[src/rtl/unidad_acceso_mem_pkg.sv]
// Shared encodings for the load/store unit: access sizes and FSM states.
package unidad_acceso_mem_pkg;

    typedef enum logic [1:0] {
        SZ_BYTE = 2'b00,
        SZ_HALF = 2'b01,
        SZ_WORD = 2'b10,
        SZ_RSVD = 2'b11
    } size_e;

    typedef enum logic [1:0] {
        ST_IDLE      = 2'b00,
        ST_LD_WAIT   = 2'b01,
        ST_RMW_MERGE = 2'b10
    } state_e;

endpackage

[src/rtl/unidad_acceso_mem_alineador_datos.sv]
// alineador_datos: combinational lane handling for the load/store unit.
//   mem_word_i   word read from memory
//   addr_lo_i    byte offset within the word (little-endian)
//   size_i       access size (SZ_BYTE / SZ_HALF / SZ_WORD)
//   signed_i     load sign-extension select
//   wdata_i      right-justified store data
//   load_data_o  extracted and extended load value
//   merged_o     mem_word_i with the target lane replaced by wdata_i
module alineador_datos
    import unidad_acceso_mem_pkg::*;
(
    input  logic [31:0] mem_word_i,
    input  logic [1:0]  addr_lo_i,
    input  logic [1:0]  size_i,
    input  logic        signed_i,
    input  logic [31:0] wdata_i,
    output logic [31:0] load_data_o,
    output logic [31:0] merged_o
);

    logic [7:0]  lane_b;
    logic [15:0] lane_h;

    always_comb begin
        lane_b = mem_word_i[{addr_lo_i, 3'b000} +: 8];
        lane_h = mem_word_i[{addr_lo_i[1], 4'b0000} +: 16];

        case (size_i)
            SZ_BYTE: load_data_o = {{24{signed_i & lane_b[7]}}, lane_b};
            SZ_HALF: load_data_o = {{16{signed_i & lane_h[15]}}, lane_h};
            default: load_data_o = mem_word_i;
        endcase

        merged_o = mem_word_i;
        case (size_i)
            SZ_BYTE: merged_o[{addr_lo_i, 3'b000} +: 8]       = wdata_i[7:0];
            SZ_HALF: merged_o[{addr_lo_i[1], 4'b0000} +: 16]  = wdata_i[15:0];
            default: merged_o = wdata_i;
        endcase
    end

endmodule

[src/rtl/unidad_acceso_mem.sv]
// unidad_acceso_mem: load/store unit in front of a word-wide data memory.
//   Core side : req_valid/req_write/req_size/req_signed/req_addr/req_wdata in,
//               stall, rdata, rdata_valid, acc_err out.
//   Memory    : EscrMem/LeerMem strobes, Direc word address, Datain write data,
//               Dataout read data (valid the cycle after LeerMem).
// Word stores complete in the request cycle; loads and sub-word stores take
// two cycles (read, then extract or read-modify-write).
//
// state        | meaning
// ST_IDLE      | accepting a request; error check, word store, or issue read
// ST_LD_WAIT   | read data on Dataout; extract, extend, pulse rdata_valid
// ST_RMW_MERGE | read data on Dataout; merge store lane and write back
module unidad_acceso_mem
    import unidad_acceso_mem_pkg::*;
#(
    parameter int DEPTH_LOG2 = 8,
    parameter int DATA_W     = 32
) (
    input  logic                  clk,
    input  logic                  rst,
    input  logic                  req_valid,
    input  logic                  req_write,
    input  logic [1:0]            req_size,
    input  logic                  req_signed,
    input  logic [31:0]           req_addr,
    input  logic [DATA_W-1:0]     req_wdata,
    output logic                  stall,
    output logic [DATA_W-1:0]     rdata,
    output logic                  rdata_valid,
    output logic                  acc_err,
    output logic                  EscrMem,
    output logic                  LeerMem,
    output logic [DEPTH_LOG2-1:0] Direc,
    output logic [DATA_W-1:0]     Datain,
    input  logic [DATA_W-1:0]     Dataout
);

    state_e              state_q, state_d;
    logic [DATA_W-1:0]   rdata_q, rdata_d;
    logic [DATA_W-1:0]   load_data;
    logic [DATA_W-1:0]   merged;
    logic [DEPTH_LOG2-1:0] word_idx;
    logic                req_err;

    assign word_idx = req_addr[DEPTH_LOG2+1:2];

    assign req_err = (req_size == SZ_RSVD)
                   | ((req_size == SZ_HALF) & req_addr[0])
                   | ((req_size == SZ_WORD) & (|req_addr[1:0]))
                   | (|req_addr[31:DEPTH_LOG2+2]);

    alineador_datos u_alineador (
        .mem_word_i  (Dataout),
        .addr_lo_i   (req_addr[1:0]),
        .size_i      (req_size),
        .signed_i    (req_signed),
        .wdata_i     (req_wdata),
        .load_data_o (load_data),
        .merged_o    (merged)
    );

    // Outputs are gated by rst so an access interrupted by reset never
    // reaches the memory, even while the core still holds its request.
    always_comb begin
        state_d     = state_q;
        rdata_d     = rdata_q;
        rdata       = rdata_q;
        stall       = 1'b0;
        rdata_valid = 1'b0;
        acc_err     = 1'b0;
        EscrMem     = 1'b0;
        LeerMem     = 1'b0;
        Direc       = '0;
        Datain      = '0;
        if (!rst) begin
            case (state_q)
                ST_IDLE: begin
                    if (req_valid) begin
                        if (req_err) begin
                            acc_err = 1'b1;
                        end else if (req_write && (req_size == SZ_WORD)) begin
                            EscrMem = 1'b1;
                            Direc   = word_idx;
                            Datain  = req_wdata;
                        end else begin
                            LeerMem = 1'b1;
                            stall   = 1'b1;
                            Direc   = word_idx;
                            state_d = req_write ? ST_RMW_MERGE : ST_LD_WAIT;
                        end
                    end
                end
                ST_LD_WAIT: begin
                    rdata       = load_data;
                    rdata_d     = load_data;
                    rdata_valid = 1'b1;
                    state_d     = ST_IDLE;
                end
                ST_RMW_MERGE: begin
                    EscrMem = 1'b1;
                    Direc   = word_idx;
                    Datain  = merged;
                    state_d = ST_IDLE;
                end
                default: state_d = ST_IDLE;
            endcase
        end
    end

    always_ff @(posedge clk or posedge rst) begin
        if (rst) begin
            state_q <= ST_IDLE;
            rdata_q <= '0;
        end else begin
            state_q <= state_d;
            rdata_q <= rdata_d;
        end
    end

endmodule

[config.mk]
export PLATFORM = sky130hd
export DESIGN_NAME = unidad_acceso_mem
export DESIGN_NICKNAME = d
export VERILOG_FILES = /design/src/rtl/unidad_acceso_mem_pkg.sv /design/src/rtl/unidad_acceso_mem_alineador_datos.sv /design/src/rtl/unidad_acceso_mem.sv
export SDC_FILE = /design/constraint.sdc
export NUM_CORES = 1
export LEC_CHECK = 0
export ABC_AREA = 1
export CAP_MARGIN = 20
export CORE_UTILIZATION = 35
export CTS_CLUSTER_SIZE = 25
export DETAILED_ROUTE_END_ITERATION = 6
export PLACE_DENSITY = 0.69
export SETUP_SLACK_MARGIN = 0.2
export SLEW_MARGIN = 40
export SYNTH_ARGS = -nofsm -noshare
export SYNTH_HDL_FRONTEND = slang
export SYNTH_SLANG_ARGS = --single-unit
[constraint.sdc]
create_clock -name clk -period 4.05 [get_ports clk]
set_input_delay 0.81 -clock clk [delete_from_list [all_inputs] [get_ports clk]]
set_output_delay 0.81 -clock clk [all_outputs]
set_load 0.005 [all_outputs]
; ---- After elaboration in Yosys (flattened, before gate mapping)
; Index checks and enable logic that the tools add are counted.
[word_totals]
wordCells = 68
output_inout_bits = 77
regBits = 34
input_bits = 103
[op_classes]
n_reduce_logical = 6
add_sub_neg = 2
n_bitwise = 8
n_eq_ne = 8
shift = 6
muxes = 36
[ops]
columns = op, n
row1 = two-way mux 32 bit, 6
row2 = one-hot mux 32 bit (2 select lines), 3
row3 = bitwise mux 32 bit, 2
row4 = "variable shift 16 x 7 -> 32 bit, first input constant", 1
row5 = "variable shift 8 x 7 -> 32 bit, first input constant", 1
row6 = variable part select 16 x 7 -> 32 bit, 1
row7 = variable part select 32 x 6 -> 16 bit, 1
row8 = variable part select 32 x 6 -> 8 bit, 1
row9 = variable part select 8 x 7 -> 32 bit, 1
row10 = two-way mux 8 bit, 3
row11 = OR reduction 22 bit, 1
row12 = one-hot mux 8 bit (2 select lines), 1
row13 = two-way mux 1 bit, 15
row14 = negator 5 -> 7 bit, 2
row15 = two-way mux 2 bit, 5
row16 = "equality test 2 bit, second input constant", 3
row17 = "inequality test 2 bit, second input constant", 3
row18 = bitwise AND 1 bit, 4
row19 = "equality test 2 x 1 -> 1 bit, second input constant", 2
row20 = logical NOT 2 bit, 2
row21 = AND reduction 4 bit, 1
row22 = OR 1 bit, 3
row23 = one-hot mux 1 bit (2 select lines), 1
row24 = OR reduction 2 bit, 1
row25 = other kinds (2), 2

; ---- Longest topological paths before layout
; Gate-level depths: netlist of the first run.
[logic_depth]
ltp_word = 9
ltp_mapped = 14
depth_no_buf = 12

; ---- Modules after synthesis
; A second synthesis of the first run with hierarchy kept.
[hier_totals]
hier_cells = 784
area_unflattened_um2 = 4229.1
[by_module_without_submodules]
columns = module, seq_area_each_um2, area_each_um2, cells_each, n_inst
row1 = unidad_acceso_mem, 850.8, 2379.8, 394, 1
row2 = alineador_datos, 0.0, 1849.3, 390, 1

; ---- Worst setup path before layout of the first run
; Ideal clock, no wire load.
[synth_timing]
path_type = input-to-output
start = in req_addr[1]
end = out Datain[12]
stages = 13
path_buffers = 3
arrival_time_ps = 2654
required_ps = 3240
path_slack_ps = 586
cell_sequence = inv_1 -> clkbuf_1 -> clkbuf_1 -> ha_1 -> inv_2 -> nand2_1 -> nand2_1 -> nor2_1 -> nand2_1 -> nor2_4 -> buf_6 -> nand4_1 -> a21oi_1
[synth_via]
elab_chain_len = 8
word_cells_on_any_way = 17
cone_classes = add/sub: 2 / shift: 4 / mux: 7 / bitwise: 3 / reduce/logical: 1
[synth_lines]
columns = element, line_no
row1 = "start, declared", unidad_acceso_mem.sv:25  ; input logic [31:0] req_addr,
row2 = "parallel branches: the longest is 6 deep, another holds negator 5 -> 7 bit", --
row3 = one-hot mux 32 bit (2 select lines) (*), unidad_acceso_mem.sv:76  ; case (state_q)
row4 = two-way mux 32 bit (*), unidad_acceso_mem.sv:75  ; if (!rst) begin
row5 = "end, declared", unidad_acceso_mem.sv:34  ; output logic [DATA_W-1:0] Datain,
; Mark *: on every way between the ends.

; ---- Worst setup path after layout of the first run
[layout_timing]
start = in Dataout[15]
end = out rdata[29]
[layout_via]
elab_chain_len = 5
word_cells_on_any_way = 7
cone_classes = shift: 2 / mux: 3 / bitwise: 2
[layout_lines]
columns = element, line_no
row1 = "start, declared", unidad_acceso_mem.sv:35  ; input logic [DATA_W-1:0] Dataout
row2 = variable part select 32 x 6 -> 16 bit or variable part select 32 x 6 -> 8 bit (tied branches), "unidad_acceso_mem_alineador_datos.sv:26, unidad_acceso_mem_alineador_datos.sv:25"
row3 = bitwise AND 1 bit (on tied branches), "unidad_acceso_mem_alineador_datos.sv:30, unidad_acceso_mem_alineador_datos.sv:29"
row4 = one-hot mux 32 bit (2 select lines) (*), unidad_acceso_mem_alineador_datos.sv:28  ; case (size_i)
row5 = two-way mux 32 bit (*) (2 in series), --
row6 = "end, declared", unidad_acceso_mem.sv:28  ; output logic [DATA_W-1:0] rdata,
; Every way passes the cells marked *; elsewhere a longest branch is shown, timed or not.

==> impl_metrics.ini, run 1 <==
[synthesis]
synth_xor_area_share_pct = 0
synth_cell_types = 40
ys_top_cells_by_area = dfrtp_1, a21oi_1, nand2_1
synth_seq_area_share_pct = 21.0
synth_top_family_by_area = simple AND/OR/NAND/NOR gates
synth_compound_area_share_pct = 30.7
synthMuxAreaShare_pct = 0
syn_avg_cell_area_um2 = 6.01
synth.top_cell.area_share_pct = 21.0
synth_fa_ha_area_share_pct = 1.54
synthSimpleGateAreaFrac_pct = 35.5
synth_warnings = 0
synth_area_um2 = 4060
syn_nets = 783
ys_seq_elements = 34
synthCells = 675
synth_top_area_cell = dfrtp_1

[timing]
tns_ps = 0
slew_viol_final = 0
hold_violations = 0
maxSlewHeadroom_pct = 53.7
fin_crit_ps = 3710
finalClockSkew_ps = 8.86
worst_slew_pin_slew_ps = 694
rsz0062_at_grt = no
setup_viol = 0
fmax_ghz = 0.269
min_period_over_period_pct = 91.7

[layout]
drive_gt1_share_pct = 15.0
multi_input_area_um2 = 2810
ff_latch_area_um2 = 851
nets = 974
num_antenna_cells = 0
area_growth_pct = 61.9
num-fill-cells = 1074
utilization_pct = 59.3

[setup_path]
critPathKind = in2out
cp_slowest_stage_delay_ps = 530
endpoint = rdata[29]
crit_path_end_kind = output port
reg2reg_depth = 6
cp_slowest_cell = clkdlybuf4s50_1
cp.depth = 8
reg2reg_from = state_q[1]
crit_chain = clkdlybuf4s50_1, inv_1, o21a_1, nor3b_2, a21oi_4, buf_12, a21boi_2, clkdlybuf4s50_1
crit_fanout = 10
path_buf_inv = 4
path_common_cell = clkdlybuf4s50_1
crit_arrival_ps = 2900
crit_start = Dataout[15]
r2r_end = rdata_q[19]
rrSetupSlack_ps = 2560
critPathLaunchType = primary input
crit_required_ps = 3240
critPathTopFamily = buffers and inverters

[cts]
cts_buffers = 5
cts-htree-levels = 2
clk-insertion-delay-late_ps = 290
clock-sinks = 34
cts.reportedPaths.clkPinSlew_ps = 60
cts_buffer_depth = 2
holdBufCountCts = 0
clockRootBuffer = clkbuf_16
tritoncts = built

[global_route]
gr-total-overflow = 0
grt_start_max_net_pins = 37
grt_pass1_vias = 5130
antenna_found_initial = 0
grt_first_pass_wirelength_mm = 27.8
grt_usage_pct = 30.6

[route]
wl_mm = 18.6
dr.pass1.iters = 5
vias = 5474
routed_via_density = 5.44
ant_nets = 0
first_iter_violations = 587
routedWlPerCell_um = 18.5
drc = 0

[placement]
portBuffers = 179
place_congestion = 0.977
dp_hpwl_mm = 14.2

[min_path]
hp-class = reg2reg
holdCritStartpoint = rdata_q[10]

[die]
fp.coreArea_um2 = 11100
initial_utilization_pct = 36.6
dieHeight_um = 110
fp-row-count = 38
io_pins = 180
die_x_um = 110
dieArea_um2 = 12000

[power_and_ir_drop]
p_leak_nw = 2.93
peakVddDrop_mv = 0.199
p_per_area_nw_per_um2 = 187

[job]
drv_cap = 0

[status]
status = complete, no violations
==> routing by layer <==
layer	wire, µm	vias up	share of wire, %	global-route usage [%]
li1	-	2686	-	-
met1	8150	2527	44	41.0
met2	8810	244	47	51.1
met3	1490	17	8.0	6.34
met4	156	0	0.84	5.62
met5	0	-	0	0
==> cells in the final DEF, fill, tap and decap left out, types with 3 or more instances in the layout <==
cell / count
a21boi_0: 5
a21boi_2: 10
a21oi_1: 120
buf_12: 6
buf_4: 37
buf_6: 4
clkbuf_16: 7
clkdlybuf4s50_1: 162
dfrtp_1: 34
dlygate4sd2_1: 12
dlymetal6s2s_1: 5
ha_1: 4
inv_1: 47
inv_2: 11
nand2_1: 136
nand2_2: 3
nand3_1: 40
nand4_1: 33
nor2_1: 61
nor2_2: 13
o211ai_1: 23
o21ai_0: 38
o21ai_1: 6
or2_2: 18
==> cells in the mapped netlist, drive strengths merged <==
master	n
ha	5
nor3	4
a22oi	1
nand4	33
or2	18
nor4	2
nand3	41
o21ai	47
a21oi	122
buf	22
o21a	2
a2bb2oi	1
nor2	76
clkbuf	23
o211ai	23
o22a	1
a21boi	16
inv	59
nand3b	1
nor3b	1
dfrtp	34
o22ai	1
clkinv	2
nand2	140
==> cell families after synthesis <==
group                      count (synthesis)
and+or+nand+nor                          316
buffers and inverters                    106
AOI/OAI and AO/OA                        214
adders and majority gates                  5
DFF                                       34
==> cell type report <==
class | count | area share, %
repair buffers | 229 | 35.0
multi-input cells | 535 | 42.9
well taps | 140 | 2.67
inverters | 61 | 3.56
clock buffers | 5 | 1.91
clock inverters | 3 | 1.05
flip-flops and latches | 34 | 13.0
==> flip-flops by register name, summed over array words and instances (netlist names) <==
signal	flops
state_q	2
rdata_q	32
==> through the flow <==
| stage | instances | power, mW | worst slack [ps] | cell area, µm² | hold slack (ps) |
|---|---|---|---|---|---|
| floorplan | 675 | 0.489 | 586 | 4060 | 466 |
| global placement | 988 | 0.693 | -9.00 | 6150 | 464 |
| detailed placement | 988 | 0.693 | 29.7 | 6150 | 461 |
| CTS | 1002 | 1.23 | 132 | 6440 | 474 |
| global route | 1007 | 1.27 | 241 | 6570 | 504 |
| finish | 1007 | 1.23 | 336 | 6570 | 475 |
==> report_power, final <==
part	internal [mW]	switching, mW	total (mW)
Clock	0.354	0.157	0.511
Sequential	0.340	0.000000164	0.340
Combinational	0.164	0.211	0.375
==> timing repair <==
item                                    CTS  global route
resized for setup                        38            15
cloned                                    0             2
pin swaps                                 3             1
setup buffers                             6             3
endpoints found under the setup margin   45            51
==> worst register-to-register path, stage by stage, from the launching register on <==
cell      delay, ps
dfrtp_1         400
inv_2            90
nand3_2         150
inv_1           100
buf_4           250
or2_2           150
a21boi_0        240
==> how the worst min path moves through the flow <==
stage	cells past startpoint	end	slack, ps
CTS	2	rdata_q[10]	470
floorplan	2	rdata_q[10]	470
global placement	2	rdata_q[11]	460
detailed placement	2	rdata_q[10]	460
global route	2	rdata_q[10]	500
finish	2	rdata_q[10]	480
(Power assumes the default switching activity.)
==> inputs of run 2 (changes only) <==
CORE_MARGIN = 4   (was unset)
==> run 2 against run 1 <==
Worst hold slack lost 2.2 ps. Setup slack gained 4.6 ps. Register-to-register slack gained 30 ps. Sequential share of layout area is essentially flat. Largest cell class unchanged. Highest routed layer unchanged.
==> impl_metrics.ini, run 2 (synthesis results as in run 1) <==
[global_route]
grt_pass1_vias = 5503
grt_usage_pct = 28.3
grt_first_pass_wirelength_mm = 29.4
grt_start_max_net_pins = 37
antenna_found_initial = 0
gr-total-overflow = 0

[power_and_ir_drop]
p_int_mw = 0.854
switching_share_pct = 30.4
p_leak_nw = 2.96
p_per_area_nw_per_um2 = 187
seqPwrFrac_pct = 27.7
comb_power_share_pct = 29.8
peakVddDrop_mv = 0.192
clkPwrFrac_pct = 42.5
p_switching_mw = 0.373

[cts]
cts.reportedPaths.clkPinSlew_ps = 60
clk-insertion-delay-late_ps = 290
tritoncts = built
clock-sinks = 34
clockRootBuffer = clkbuf_16
cts_buffers = 5
cts-htree-levels = 2
cts_buffer_depth = 2

[die]
io_pins = 180
die_x_um = 116
dieHeight_um = 116
initial_utilization_pct = 35.7
fp.coreArea_um2 = 11400
fp-row-count = 39
dieArea_um2 = 13400

[setup_path]
cp_slowest_cell = clkdlybuf4s50_1
crit_fanout = 16
crit_arrival_ps = 2900
crit_required_ps = 3240
critPathKind = in2out
cp_slowest_stage_delay_ps = 540
crit_chain = dlygate4sd2_1, buf_8, buf_4, o21a_2, nor3b_4, a21oi_4, buf_12, a21boi_2, clkdlybuf4s50_1
critPathLaunchType = primary input
crit_path_end_kind = output port

[layout]
top_regs = rdata_q: 32 flops, state_q: 2 flops
largest_reg_flops = 32
final_cell_mix = clkdlybuf4s50_1, nand2_1, a21oi_1
nets = 980
final_cell_area_um2 = 6560
final_common_cell = clkdlybuf4s50_1
fin_cells = 1016
num-fill-cells = 1132
area_growth_pct = 61.7
drive_gt1_share_pct = 14.8
largest_register = rdata_q
num_antenna_cells = 0

[job]
drv_cap = 0

[placement]
place_inst = 1003
placed_cell_area_um2 = 6230
dp_hpwl_mm = 15.1
place_congestion = 0.944
portBuffers = 179

[timing]
fin_crit_ps = 3710
tns_ps = 0
worst_slew_pin_slew_ps = 529
slew_viol_final = 0
maxSlewHeadroom_pct = 64.7
hold_violations = 0
fmax_ghz = 0.270
setup_viol = 0
finalClockSkew_ps = 6.97
hold_slack_ps = 473
min_period_over_period_pct = 91.6
rsz0062_at_grt = no

[route]
first_iter_violations = 478
ant_nets = 0
routedWlPerCell_um = 18.7
routed_via_density = 5.51
vias = 5594
dr.pass1.iters = 5
drc = 0
wl_mm = 19.0

[min_path]
hp-class = reg2reg

[status]
status = complete, no violations
[run 2: cell types whose count changed in the layout (fill, tap and decap cells not counted), sizes merged]
cell           before  now
buf                48   57
clkbuf              7    5
clkdlybuf4s50     162  167
dlygate4sd2        12    5
dlymetal6s2s        5    6
[run 2: critical path: cells and delay by family]
kind	cells	cell delay, ps
AOI/OAI and AO/OA	3	530
buffers and inverters	5	1320
and+or+nand+nor	1	230
[run 2: final timing paths]
check	cells after the start	startpoint	end	slack (ps)
setup / recovery	9	req_addr[1]	rdata[27]	340
hold / removal	2	rdata_q[10]	rdata_q[10]	470
setup reg to reg	7	state_q[1]	rdata_q[8]	2590
hold reg to reg	2	rdata_q[10]	rdata_q[10]	470
max in group asynchronous	3	rst	rdata_q[15]	2630
min in group asynchronous	3	rst	state_q[1]	1050
[run 2: area by class of cell]
type                            count  area [µm²]  share of cell area [%]
Multi-Input combinational cell    535        2800                    42.6
Inverter                           61         233                    3.55
Tap cell                          143         179                    2.73
Clock inverter                      3        68.8                    1.05
Timing Repair Buffer              235        2310                    35.2
Clock buffer                        5         125                    1.91
Sequential cell                    34         851                    13.0
[run 2: routing by layer]
layer / track usage (%) / wire, µm / part of all wire (%)
met5: 0 / 0 / 0
met4: 8.20 / 385 / 2.0
met3: 5.12 / 1640 / 8.6
met2: 46.1 / 8920 / 47
met1: 38.4 / 8060 / 42
[run 2: stage by stage]
stage | util, % | power [mW] | worst slack [ps]
detailed placement | 54.8 | 0.697 | 42.9
finish | 57.7 | 1.23 | 341
floorplan | - | 0.489 | 586
CTS | 56.9 | 1.22 | 286
global placement | 54.8 | 0.695 | 3.88
global route | 57.7 | 1.28 | 214
[run 2: what timing repair did]
| action | in CTS | in global routing |
|---|---|---|
| buffers inserted | 3 | 2 |
| setup endpoints to repair | 62 | 46 |
| hold buffers | 0 | 0 |
| pin swaps | 1 | 1 |
| endpoints found under the hold margin | 0 | 0 |
| gates resized for setup | 15 | 18 |
[run 2: power by group through the flow]
stage          Sequential, mW  Clock [mW]  Combinational (mW)
3_3_place_gp            0.346           0               0.349
4_1_cts                 0.340       0.527               0.357
6_report                0.340       0.522               0.365
5_1_grt                 0.339       0.545               0.393
2_1_floorplan           0.346           0               0.144
3_5_place_dp            0.346           0               0.351
